--- config.mk ---
export PLATFORM = sky130hd
export DESIGN_NAME = ram_arbiter
export DESIGN_NICKNAME = d
export VERILOG_FILES = /design/src/rtl/ram_arb_pkg.sv /design/src/rtl/ram_arb_timer.sv /design/src/rtl/ram_arbiter.sv
export SDC_FILE = /design/constraint.sdc
export NUM_CORES = 1
export LEC_CHECK = 0
export ABC_AREA = 1
export CORE_ASPECT_RATIO = 0.6
export CORE_MARGIN = 3
export CORE_UTILIZATION = 25
export DETAILED_ROUTE_END_ITERATION = 12
export GPL_ROUTABILITY_DRIVEN = 0
export PLACE_DENSITY_LB_ADDON = 0.12
export SKIP_CTS_REPAIR_TIMING = 1
export SLEW_MARGIN = 20
export SYNTH_ARGS = -nofsm -noshare
export SYNTH_HDL_FRONTEND = slang
export SYNTH_HIERARCHICAL = 1
export SYNTH_SLANG_ARGS = --single-unit
--- constraint.sdc ---
create_clock -name clk -period 2.3 [get_ports clk]
set_input_delay 0.69 -clock clk [delete_from_list [all_inputs] [get_ports clk]]
set_output_delay 0.69 -clock clk [all_outputs]
set_load 0.02 [all_outputs]
--- src/rtl/ram_arb_pkg.sv ---
// rtl/ram_arb_pkg.sv - shared opcode and FSM state encodings for ram_arbiter
package ram_arb_pkg;

    typedef enum logic [1:0] {
        OP_WR_ADDR = 2'b00,
        OP_WR_DATA = 2'b01,
        OP_RD_ADDR = 2'b10,
        OP_RD_DATA = 2'b11
    } opcode_e;

    typedef enum logic [1:0] {
        IDLE    = 2'b00,
        OWN     = 2'b01,
        WAIT_RD = 2'b10
    } state_e;

    // Requester 1 counts as last served out of reset so requester 0 wins first.
    localparam logic RESET_LAST_SERVED = 1'b1;

    function automatic opcode_e cmd_opcode(input logic [1:0] op_bits);
        return opcode_e'(op_bits);
    endfunction

endpackage

--- src/rtl/ram_arb_timer.sv ---
// rtl/ram_arb_timer.sv - lock-hold counter; expire flags the LIMIT-th stalled cycle
module ram_arb_timer #(
    parameter int LIMIT = 255
) (
    input  logic clk,
    input  logic rst,
    input  logic active,
    input  logic clear,
    output logic expire
);

    localparam int CW = (LIMIT < 2) ? 1 : $clog2(LIMIT + 1);

    logic [CW-1:0] cnt;

    // The cycle being counted is the LIMIT-th one when cnt already holds LIMIT-1.
    assign expire = active && !clear && (cnt == CW'(LIMIT - 1));

    always_ff @(posedge clk) begin
        if (rst || !active || clear || expire) begin
            cnt <= '0;
        end else begin
            cnt <= cnt + 1'b1;
        end
    end

endmodule

--- src/rtl/ram_arbiter.sv ---
// rtl/ram_arbiter.sv - two-requester round-robin RAM command arbiter; RAM_ARB_TIMEOUT_EN enables forced lock release
module ram_arbiter
    import ram_arb_pkg::*;
#(
    parameter int ADDR_SIZE      = 8,
    parameter int TIMEOUT_CYCLES = 255
) (
    input  logic                 clk,
    input  logic                 rst,
    input  logic [ADDR_SIZE+1:0] req0_data,
    input  logic                 req0_valid,
    output logic                 req0_ready,
    output logic [ADDR_SIZE-1:0] req0_rdata,
    output logic                 req0_rvalid,
    input  logic [ADDR_SIZE+1:0] req1_data,
    input  logic                 req1_valid,
    output logic                 req1_ready,
    output logic [ADDR_SIZE-1:0] req1_rdata,
    output logic                 req1_rvalid,
    output logic [ADDR_SIZE+1:0] ram_din,
    output logic                 ram_rx_valid,
    input  logic [ADDR_SIZE-1:0] ram_dout,
    input  logic                 ram_tx_valid,
    output logic                 owner,
    output logic                 busy,
    output logic                 timeout
);

    localparam int CMD_W = ADDR_SIZE + 2;

    state_e             state, state_next;
    logic               owner_q;
    logic               last_served;
    logic               any_valid;
    logic               grant;
    logic               cur_valid;
    logic [CMD_W-1:0]   cur_data;
    opcode_e            cur_op;
    logic               accept;
    logic               rd_done;
    logic               expire;
    logic               release_lock;
    logic               timeout_q;

    assign any_valid = req0_valid || req1_valid;
    // On contention, grant the requester that was not served last.
    assign grant     = (req0_valid && req1_valid) ? ~last_served : req1_valid;

    assign cur_valid = owner_q ? req1_valid : req0_valid;
    assign cur_data  = owner_q ? req1_data  : req0_data;
    assign cur_op    = cmd_opcode(cur_data[CMD_W-1 -: 2]);

    assign req0_ready = (state == OWN) && !owner_q;
    assign req1_ready = (state == OWN) &&  owner_q;
    assign accept     = (state == OWN) && cur_valid;
    assign rd_done    = (state == WAIT_RD) && ram_tx_valid;

    assign owner   = owner_q;
    assign busy    = (state != IDLE);
    assign timeout = timeout_q;

`ifdef RAM_ARB_TIMEOUT_EN
    ram_arb_timer #(
        .LIMIT (TIMEOUT_CYCLES)
    ) u_timer (
        .clk    (clk),
        .rst    (rst),
        .active (state != IDLE),
        .clear  (accept || rd_done),
        .expire (expire)
    );
`else
    localparam int unused_timeout_cycles = TIMEOUT_CYCLES;
    assign expire = 1'b0;
`endif

    always_ff @(posedge clk) begin
        if (rst) begin
            state <= IDLE;
        end else begin
            state <= state_next;
        end
    end

    always_comb begin
        state_next   = state;
        release_lock = 1'b0;
        unique case (state)
            IDLE: begin
                if (any_valid) begin
                    state_next = OWN;
                end
            end
            OWN: begin
                if (accept) begin
                    if (cur_op == OP_WR_DATA) begin
                        state_next   = IDLE;
                        release_lock = 1'b1;
                    end else if (cur_op == OP_RD_DATA) begin
                        state_next = WAIT_RD;
                    end
                end else if (expire) begin
                    state_next   = IDLE;
                    release_lock = 1'b1;
                end
            end
            WAIT_RD: begin
                if (rd_done || expire) begin
                    state_next   = IDLE;
                    release_lock = 1'b1;
                end
            end
            default: begin
                state_next = IDLE;
            end
        endcase
    end

    always_ff @(posedge clk) begin
        if (rst) begin
            owner_q      <= 1'b0;
            last_served  <= RESET_LAST_SERVED;
            ram_din      <= '0;
            ram_rx_valid <= 1'b0;
            req0_rdata   <= '0;
            req0_rvalid  <= 1'b0;
            req1_rdata   <= '0;
            req1_rvalid  <= 1'b0;
            timeout_q    <= 1'b0;
        end else begin
            ram_rx_valid <= accept;
            if (accept) begin
                ram_din <= cur_data;
            end
            if (state == IDLE && any_valid) begin
                owner_q <= grant;
            end
            if (release_lock) begin
                last_served <= owner_q;
            end
            req0_rvalid <= rd_done && !owner_q;
            req1_rvalid <= rd_done &&  owner_q;
            if (rd_done && !owner_q) begin
                req0_rdata <= ram_dout;
            end
            if (rd_done && owner_q) begin
                req1_rdata <= ram_dout;
            end
            timeout_q <= expire;
        end
    end

endmodule

==> results.yml, run 1 <==
detailed_routing:
  firstDrtPassIters: 4
  ant_nets: 0
  route.detailed.drc: 0
  via_count: 1379
  wl_per_cell_um: 11.9
  vias_per_cell: 4.10
  routed_wl_mm: 4.00
  drt-initial-drc-count: 83
place:
  place_area_um2: 2180
  port_buffers: 65
  dp_slack_ns: 0.188
  hpwl_mm: 3.01
grt:
  grt_overflow: 0
  grt_pass1_vias: 1364
  antenna_found_initial: 0
  grtUsageTotal: 0.124
  grt_pass1_wl_mm: 6.71
  grt_max_degree: 30
clock_network:
  cts_buffers: 5
  cts_max_level: 2
  ctsRootBufferMaster: "clkbuf_8"
  clk_pin_slew_ns: 0.07
  cts_max_path_buffers: 2
  clock_latency_ns: 0.28
  cts.sinks: 33
  cts_tree: "built"
critical_path:
  slowest_delay_ns: 0.65
  path_cells: "clkdlybuf4s50_1"
  rr_worst_depth: 10
  reg2reg_from: "owner"
  cp-end-kind: "output pin"
  cp.depth: 1
  path_buf_inv: 1
  crit_family: "buffers and inverters"
  r2r_end: "last_served"
  slowest_stage: "clkdlybuf4s50_1"
  crit_fanout: 6
  worst_ep_required_time_ns: 1.61
  rrSetupSlack_ns: 0.64
  critPathArrivalTime_ns: 1.35
  start_kind: "flop"
  critPathKind: "flop to output pin"
logic_synthesis:
  yosysSeqAreaShare: 0.454
  ys_seq_elements: 33
  synth_area_um2: 1460
  syn_avg_cell_area_um2: 7.71
  yosys_warnings: 6
  syn-instance-count: 189
  ys_types: 26
  syn-num-nets: 225
floorplanning:
  io_pins: 67
  die-width_um: 105
  initial_core_util: 0.273
  die_h_um: 65.1
  coreArea_um2: 5330
  die_area_um2: 6810
  rows: 20
sta:
  rsz0062_at_grt: "false"
  finalCritPeriodShare: 0.885
  hold_viol: 0
  finalCriticalPeriod_ns: 2.04
  fin_worst_skew_ns: 0.00473
  fmax_ghz: 0.491
  layout_setup_ws_ns: 0.264
  final_max_slew_viol_count: 0
  setup_viol: 0
power_and_ir_drop:
  power_frac_seq: 0.342
  p_sw_frac: 0.343
  p_comb_frac: 0.400
  power-per-cell-area_nw_per_um2: 938
  netSwitchingPower_uw: 743
  ir_drop_uv: 377
  finalPower_uw: 2160
  clockPowerShare: 0.257
  power.internal_uw: 1420
  leakagePower_uw: 0.000979
final_layout:
  fin_util: 0.433
  fillers: 544
  syn_to_final_growth_pct: 58.4
  drive_gt1_frac: 0.0927
  final_cell_mix: "62 x clkdlybuf4s50_1, 33 x dfxtp_1, 29 x nor2_1, 29 x nand2_1, 25 x o21ai_0"
  n_antenna_cell: 0
  layout_commonest_cell: "clkdlybuf4s50_1"
  final_nets: 294
  stdcell_area_um2: 2310
worst_hold_path:
  hold_path_class: "flop to flop"
  whs_path_depth: 2
  hold_end: "req1_rdata[3]"
  hold_path_startpoint: "req1_rdata[3]"
status:
  status: "complete, no violations"
job:
  cap_violations: 0
==> logic make-up after synthesis <==
family | count (synthesis) | share of synthesized area
adders and majority gates | 3 | 0.0258
and+or+nand+nor | 73 | 0.231
other | 1 | 0.00257
AOI/OAI and AO/OA | 48 | 0.184
buffers and inverters | 31 | 0.103
DFF | 33 | 0.454
==> cell usage after synthesis (all sizes together) <==
master / n / area [um2]
conb: 1 / 3.75
o31ai: 1 / 7.51
inv: 21 / 81.3
clkinv: 1 / 3.75
a21oi: 9 / 45.0
dfxtp: 33 / 661
buf: 8 / 61.3
nor2: 31 / 140
clkbuf: 1 / 3.75
o21a: 1 / 7.51
nand2: 35 / 161
a21boi: 1 / 7.51
a31oi: 8 / 56.3
o21ai: 28 / 144
nand3: 7 / 35.0
ha: 3 / 37.5
==> power by group through the flow <==
stage                     Combinational (uW)  Sequential [uW]  Clock, uW
after floorplan                          416              852          0
after global placement                   879              755          0
after detailed placement                 875              752          0
after CTS                                881              740        580
after global routing                     955              755        607
final                                    866              741        557
==> area by class of cell <==
class | instances | area (um2) | area share
clock buffers | 7 | 86.3 | 0.0374
well taps | 77 | 96.3 | 0.0418
repair buffers | 71 | 703 | 0.305
inverters | 22 | 85.1 | 0.0369
flip-flops and latches | 33 | 661 | 0.286
clock inverters | 1 | 30.0 | 0.0130
multi-input cells | 125 | 646 | 0.280
==> sequential cells by signal, indices dropped and copies added (netlist names) <==
| name | count |
|---|---|
| req1_rdata | 8 |
| owner | 1 |
| req0_rvalid | 1 |
| req1_rvalid | 1 |
| last_served | 1 |
| state | 2 |
| ram_rx_valid | 1 |
| ram_din | 10 |
| req0_rdata | 8 |
==> routing by layer <==
metal  routed length (um)  share of wire  GRT usage
met2                 1540           0.38      0.171
met4                   19         0.0047     0.0398
met5                    0              0          0
met1                 2220           0.55      0.179
met3                  220          0.055     0.0432
==> stage by stage <==
step | cells | setup TNS, ns | hold slack, ns
global placement | 328 | 0 | 0.435
detailed placement | 328 | 0 | 0.438
CTS | 336 | -0.170 | 0.449
global route | 336 | 0 | 0.468
finish | 336 | 0 | 0.442
floorplan | 189 | 0 | 0.428
==> worst max path at each step <==
stage / start / endpoint
after floorplan: owner / req0_ready
after global placement: req1_valid / ram_din[9]
after detailed placement: req1_valid / last_served
after CTS: state[1] / req0_ready
after global routing: state[1] / req0_ready
final: owner / owner
No activity file was read; power rests on OpenSTA's default activity.
==> run 2: changes to the inputs <==
--- a/config.mk
+++ b/config.mk
@@ -5,7 +5,6 @@
 export SDC_FILE = /design/constraint.sdc
 export NUM_CORES = 1
 export LEC_CHECK = 0
-export ABC_AREA = 1
 export CORE_ASPECT_RATIO = 0.6
 export CORE_MARGIN = 3
 export CORE_UTILIZATION = 25
==> results.yml, run 2 <==
clock_network:
  cts_tree: "built"
  ctsRootBufferMaster: "clkbuf_8"
  clock_latency_ns: 0.28
  cts.sinks: 33
  cts_max_path_buffers: 2
  cts_buffers: 5
  cts_max_level: 2
  clk_pin_slew_ns: 0.07
worst_hold_path:
  hold_path_class: "flop to flop"
final_layout:
  fillers: 546
  syn_to_final_growth_pct: 58.2
  n_antenna_cell: 0
  final_nets: 270
  registers.top_by_ff_count: "ram_din"
  largest_reg_flops: 10
  stdcell_area_um2: 2320
  regArea_um2: 661
  drive_gt1_frac: 0.128
  final_cell_mix: "62 x clkdlybuf4s50_1, 38 x nand2_1, 33 x dfxtp_1, 17 x nor2_1, 16 x a21oi_1"
  multi_input_comb_area_um2: 714
  layout_commonest_cell: "clkdlybuf4s50_1"
  largest_registers: "ram_din: 10 flops, req0_rdata: 8 flops, req1_rdata: 8 flops"
detailed_routing:
  route.detailed.drc: 0
  ant_nets: 0
  via_count: 1328
  drt-initial-drc-count: 37
  vias_per_cell: 4.26
  wl_per_cell_um: 12.5
  routed_wl_mm: 3.89
  firstDrtPassIters: 4
place:
  port_buffers: 65
  dp_slack_ns: 0.215
  hpwl_mm: 3.00
  place_area_um2: 2210
critical_path:
  critPathArrivalTime_ns: 1.44
  critPathKind: "flop to output pin"
  start_kind: "flop"
  slowest_stage: "clkdlybuf4s50_1"
  slowest_delay_ns: 0.68
  crit_family: "buffers and inverters"
  path_cells: "clkdlybuf4s50_1"
  worst_ep_required_time_ns: 1.61
  cp-end-kind: "output pin"
  path_buf_inv: 1
  crit_fanout: 9
logic_synthesis:
  async_flop_share: 0
  synth_edf_count: 0
  synth-main-ff-cell: "dfxtp_1"
  synth_top_area_frac: 0.451
  ys_types: 30
  syn_avg_cell_area_um2: 8.83
  syn-instance-count: 166
  synth_area_leaders: "dfxtp_1 45%, nand2_1 9.7%, mux2i_1 8.2%"
  yosys_warnings: 6
  syn-num-nets: 202
  synth_area_um2: 1470
  yosysSeqAreaShare: 0.451
  ys_seq_elements: 33
  ys_top_cells_by_count: "38 x nand2_1, 33 x dfxtp_1, 17 x nor2_1"
  synth_area_leader_cell: "dfxtp_1"
  yosysMostFrequentCell: "nand2_1"
sta:
  finalCriticalPeriod_ns: 2.13
  layout_setup_ws_ns: 0.172
  rsz0062_at_grt: "false"
  setup_viol: 0
  finalCritPeriodShare: 0.925
  fmax_ghz: 0.470
  fin_worst_skew_ns: 0.00222
  final_max_slew_viol_count: 0
  hold_viol: 0
job:
  cap_violations: 0
power_and_ir_drop:
  clockPowerShare: 0.256
  power-per-cell-area_nw_per_um2: 806
  power_frac_seq: 0.367
  p_comb_frac: 0.377
  p_sw_frac: 0.329
  leakagePower_uw: 0.000859
  netSwitchingPower_uw: 615
  power.internal_uw: 1250
  ir_drop_uv: 326
floorplanning:
  die_h_um: 65.3
  die_area_um2: 6850
  die-width_um: 105
  rows: 20
  coreArea_um2: 5360
  initial_core_util: 0.274
  io_pins: 67
grt:
  grtUsageTotal: 0.117
  grt_pass1_wl_mm: 6.32
  grt_pass1_vias: 1235
  grt_max_degree: 22
  grt_overflow: 0
  antenna_found_initial: 0
status:
  status: "complete, no violations"
[run 2: cell count changes in the layout (fill, tap and decap cells not counted), moves of 4 or more]
cell	previous run	this run
o21ai_0	25	0
inv_1	20	5
mux2i_1	0	12
nor2_1	29	17
a211oi_2	0	9
nand2_1	29	38
a21oi_1	9	16
a31oi_1	7	0
nand3_1	7	3
[run 2: power by group through the flow]
stage	registers, uW	clock network (uW)	logic, uW
2_1_floorplan	769	0	354
3_3_place_gp	703	0	714
3_5_place_dp	698	0	710
4_1_cts	686	502	712
5_1_grt	696	527	768
6_report	686	478	705
[run 2: worst paths after layout]
path | depth (start not counted) | start | slack [ns] | end
worst max-delay path | 1 | owner | 0.17 | owner
worst min-delay path | 2 | req0_rdata[7] | 0.45 | req0_rdata[7]
worst max register to register | 5 | owner | 0.75 | last_served
worst min register to register | 2 | req0_rdata[7] | 0.45 | req0_rdata[7]
[run 2: area by class of cell]
cell class	instances	share of cell area
Tap cell	77	0.0416
Timing Repair Buffer	72	0.312
Inverter	6	0.00971
Clock inverter	1	0.00216
Sequential cell	33	0.285
Multi-Input combinational cell	116	0.308
Clock buffer	7	0.0416
[run 2: logic make-up after synthesis]
family,count (synthesis),share of synthesized area
buf+inv,17,0.0632
flops,33,0.451
compound gates,35,0.190
fa+ha+maj,3,0.0256
other cells,1,0.00256
simple gates,65,0.185
mux,12,0.0820
[run 2: worst reg2reg max path, stage by stage, from the launching register on]
cell     delay, ns
dfxtp_1       0.49
buf_4         0.30
nor2_1        0.08
a32oi_1       0.23
o31a_1        0.21
mux2i_1       0.17
[run 2: per-stage QoR]
step                instances  total power (uW)  TNS [ns]  hold WS, ns   util
detailed placement        304              1410         0        0.447  0.412
CTS                       312              1900    -0.208        0.457  0.431
finish                    312              1870         0        0.455  0.433
floorplan                 166              1120         0        0.487      -
global placement          304              1420         0        0.447  0.412
global route              312              1990         0        0.488  0.433
[run 2: layer usage]
metal | vias to the layer above | GRT usage | part of all wire
li1 | 701 | - | -
met1 | 595 | 0.170 | 0.54
met2 | 28 | 0.164 | 0.41
met3 | 4 | 0.0393 | 0.044
met4 | 0 | 0.0344 | 0.011
met5 | - | 0 | 0
==> run 3: changes to the inputs <==
==> constraint.sdc (replaced) <==
create_clock -name clk -period 1.9 [get_ports clk]
set_input_delay 0.57 -clock clk [delete_from_list [all_inputs] [get_ports clk]]
set_output_delay 0.57 -clock clk [all_outputs]
set_load 0.02 [all_outputs]
==> results.yml, run 3 (synthesis gave the netlist of run 2 again) <==
floorplanning:
  die-width_um: 105
  rows: 20
  io_pins: 67
  die_h_um: 65.3
  die_area_um2: 6850
  coreArea_um2: 5360
  initial_core_util: 0.274
final_layout:
  largest_registers: "ram_din: 10 flops, req0_rdata: 8 flops, req1_rdata: 8 flops"
  n_antenna_cell: 0
  final_cell_mix: "61 x clkdlybuf4s50_1, 38 x nand2_1, 33 x dfxtp_1, 17 x nor2_1, 16 x a21oi_1"
  layoutNonFillerInstCount: 318
  drive_gt1_frac: 0.154
  syn_to_final_growth_pct: 62.3
  largest_reg_flops: 10
  registers.top_by_ff_count: "ram_din"
  layout_commonest_cell: "clkdlybuf4s50_1"
  fillers: 563
  regArea_um2: 661
  final_nets: 276
  multi_input_comb_area_um2: 714
  fin_util: 0.444
sta:
  layout_setup_ws_ns: 0.0837
  finalCriticalPeriod_ns: 1.82
  finalCritPeriodShare: 0.956
  final_max_slew_viol_count: 0
  setup_viol: 0
  fmax_ghz: 0.551
  rsz0062_at_grt: "false"
  hold_viol: 0
  fin_worst_skew_ns: 0.00304
  whs_ns: 0.454
critical_path:
  crit_family: "flip-flops"
  slowest_stage: "dfxtp_1"
  path_cells: "inv_1 > ha_2 > and2_1 > dlymetal6s2s_1"
  start_kind: "flop"
  slowest_delay_ns: 0.35
  critPathArrivalTime_ns: 1.25
  critPathKind: "flop to output pin"
  path_buf_inv: 2
  crit_fanout: 6
  cp-end-kind: "output pin"
  worst_ep_required_time_ns: 1.33
detailed_routing:
  wl_per_cell_um: 12.6
  drt-initial-drc-count: 30
  firstDrtPassIters: 4
  route.detailed.drc: 0
  vias_per_cell: 4.13
  ant_nets: 0
  via_count: 1313
  routed_wl_mm: 4.02
grt:
  grt_max_degree: 26
  antenna_found_initial: 0
  grtUsageTotal: 0.121
  grt_pass1_vias: 1351
  grt_pass1_wl_mm: 6.58
  grt_overflow: 0
power_and_ir_drop:
  finalPower_uw: 2420
  leakagePower_uw: 0.000887
  ir_drop_uv: 353
  power-per-cell-area_nw_per_um2: 1020
clock_network:
  clock_latency_ns: 0.28
  cts_buffers: 5
  ctsRootBufferMaster: "clkbuf_8"
  clk_pin_slew_ns: 0.07
  cts.sinks: 33
  cts_max_path_buffers: 2
  cts_max_level: 2
  cts_tree: "built"
place:
  placed_cells: 310
  hpwl_mm: 3.01
  dp_slack_ns: -0.0898
  port_buffers: 65
job:
  cap_violations: 0
status:
  status: "complete, no violations"
worst_hold_path:
  hold_path_class: "flop to flop"
==> run 3: through the flow <==
step,TNS (ns),area [um2]
4_1_cts,-1.14,2380
6_report,0,2380
5_1_grt,0,2380
2_1_floorplan,0,1470
3_3_place_gp,-0.668,2260
3_5_place_dp,-0.952,2260
==> run 3: worst paths after layout <==
check,to,cells after the start,slack [ns],start
worst max-delay path,req1_ready,4,0.08,state[1]
worst max register to register,ram_din[3],6,0.34,owner
worst min-delay path,req0_rdata[5],2,0.45,req0_rdata[5]
worst min register to register,req0_rdata[5],2,0.45,req0_rdata[5]
==> run 3: per-layer routing <==
metal | global-route usage | share of wire
met5 | 0 | 0
met4 | 0.0393 | 0.0062
met3 | 0.0373 | 0.045
met2 | 0.177 | 0.42
met1 | 0.170 | 0.53
==> run 3: area by class of cell <==
class                      count  share of cell area
multi-input combinational    116               0.300
timing repair buffer          78               0.323
clock inverter                 1              0.0126
clock buffer                   7              0.0363
sequential                    33               0.278
tap                           77              0.0405
inverter                       6             0.00947
==> run 3: power breakdown <==
group | total, uW | internal, uW | switching (uW)
sequential | 830 | 782 | 48.5
clock | 684 | 428 | 256
combinational | 903 | 444 | 460
==> run 3: worst min-delay path, delay by kind of cell, from the launching register on <==
family	cells	cell delay (ns)
compound gates	1	0.05
flops	1	0.31
simple gates	1	0.05
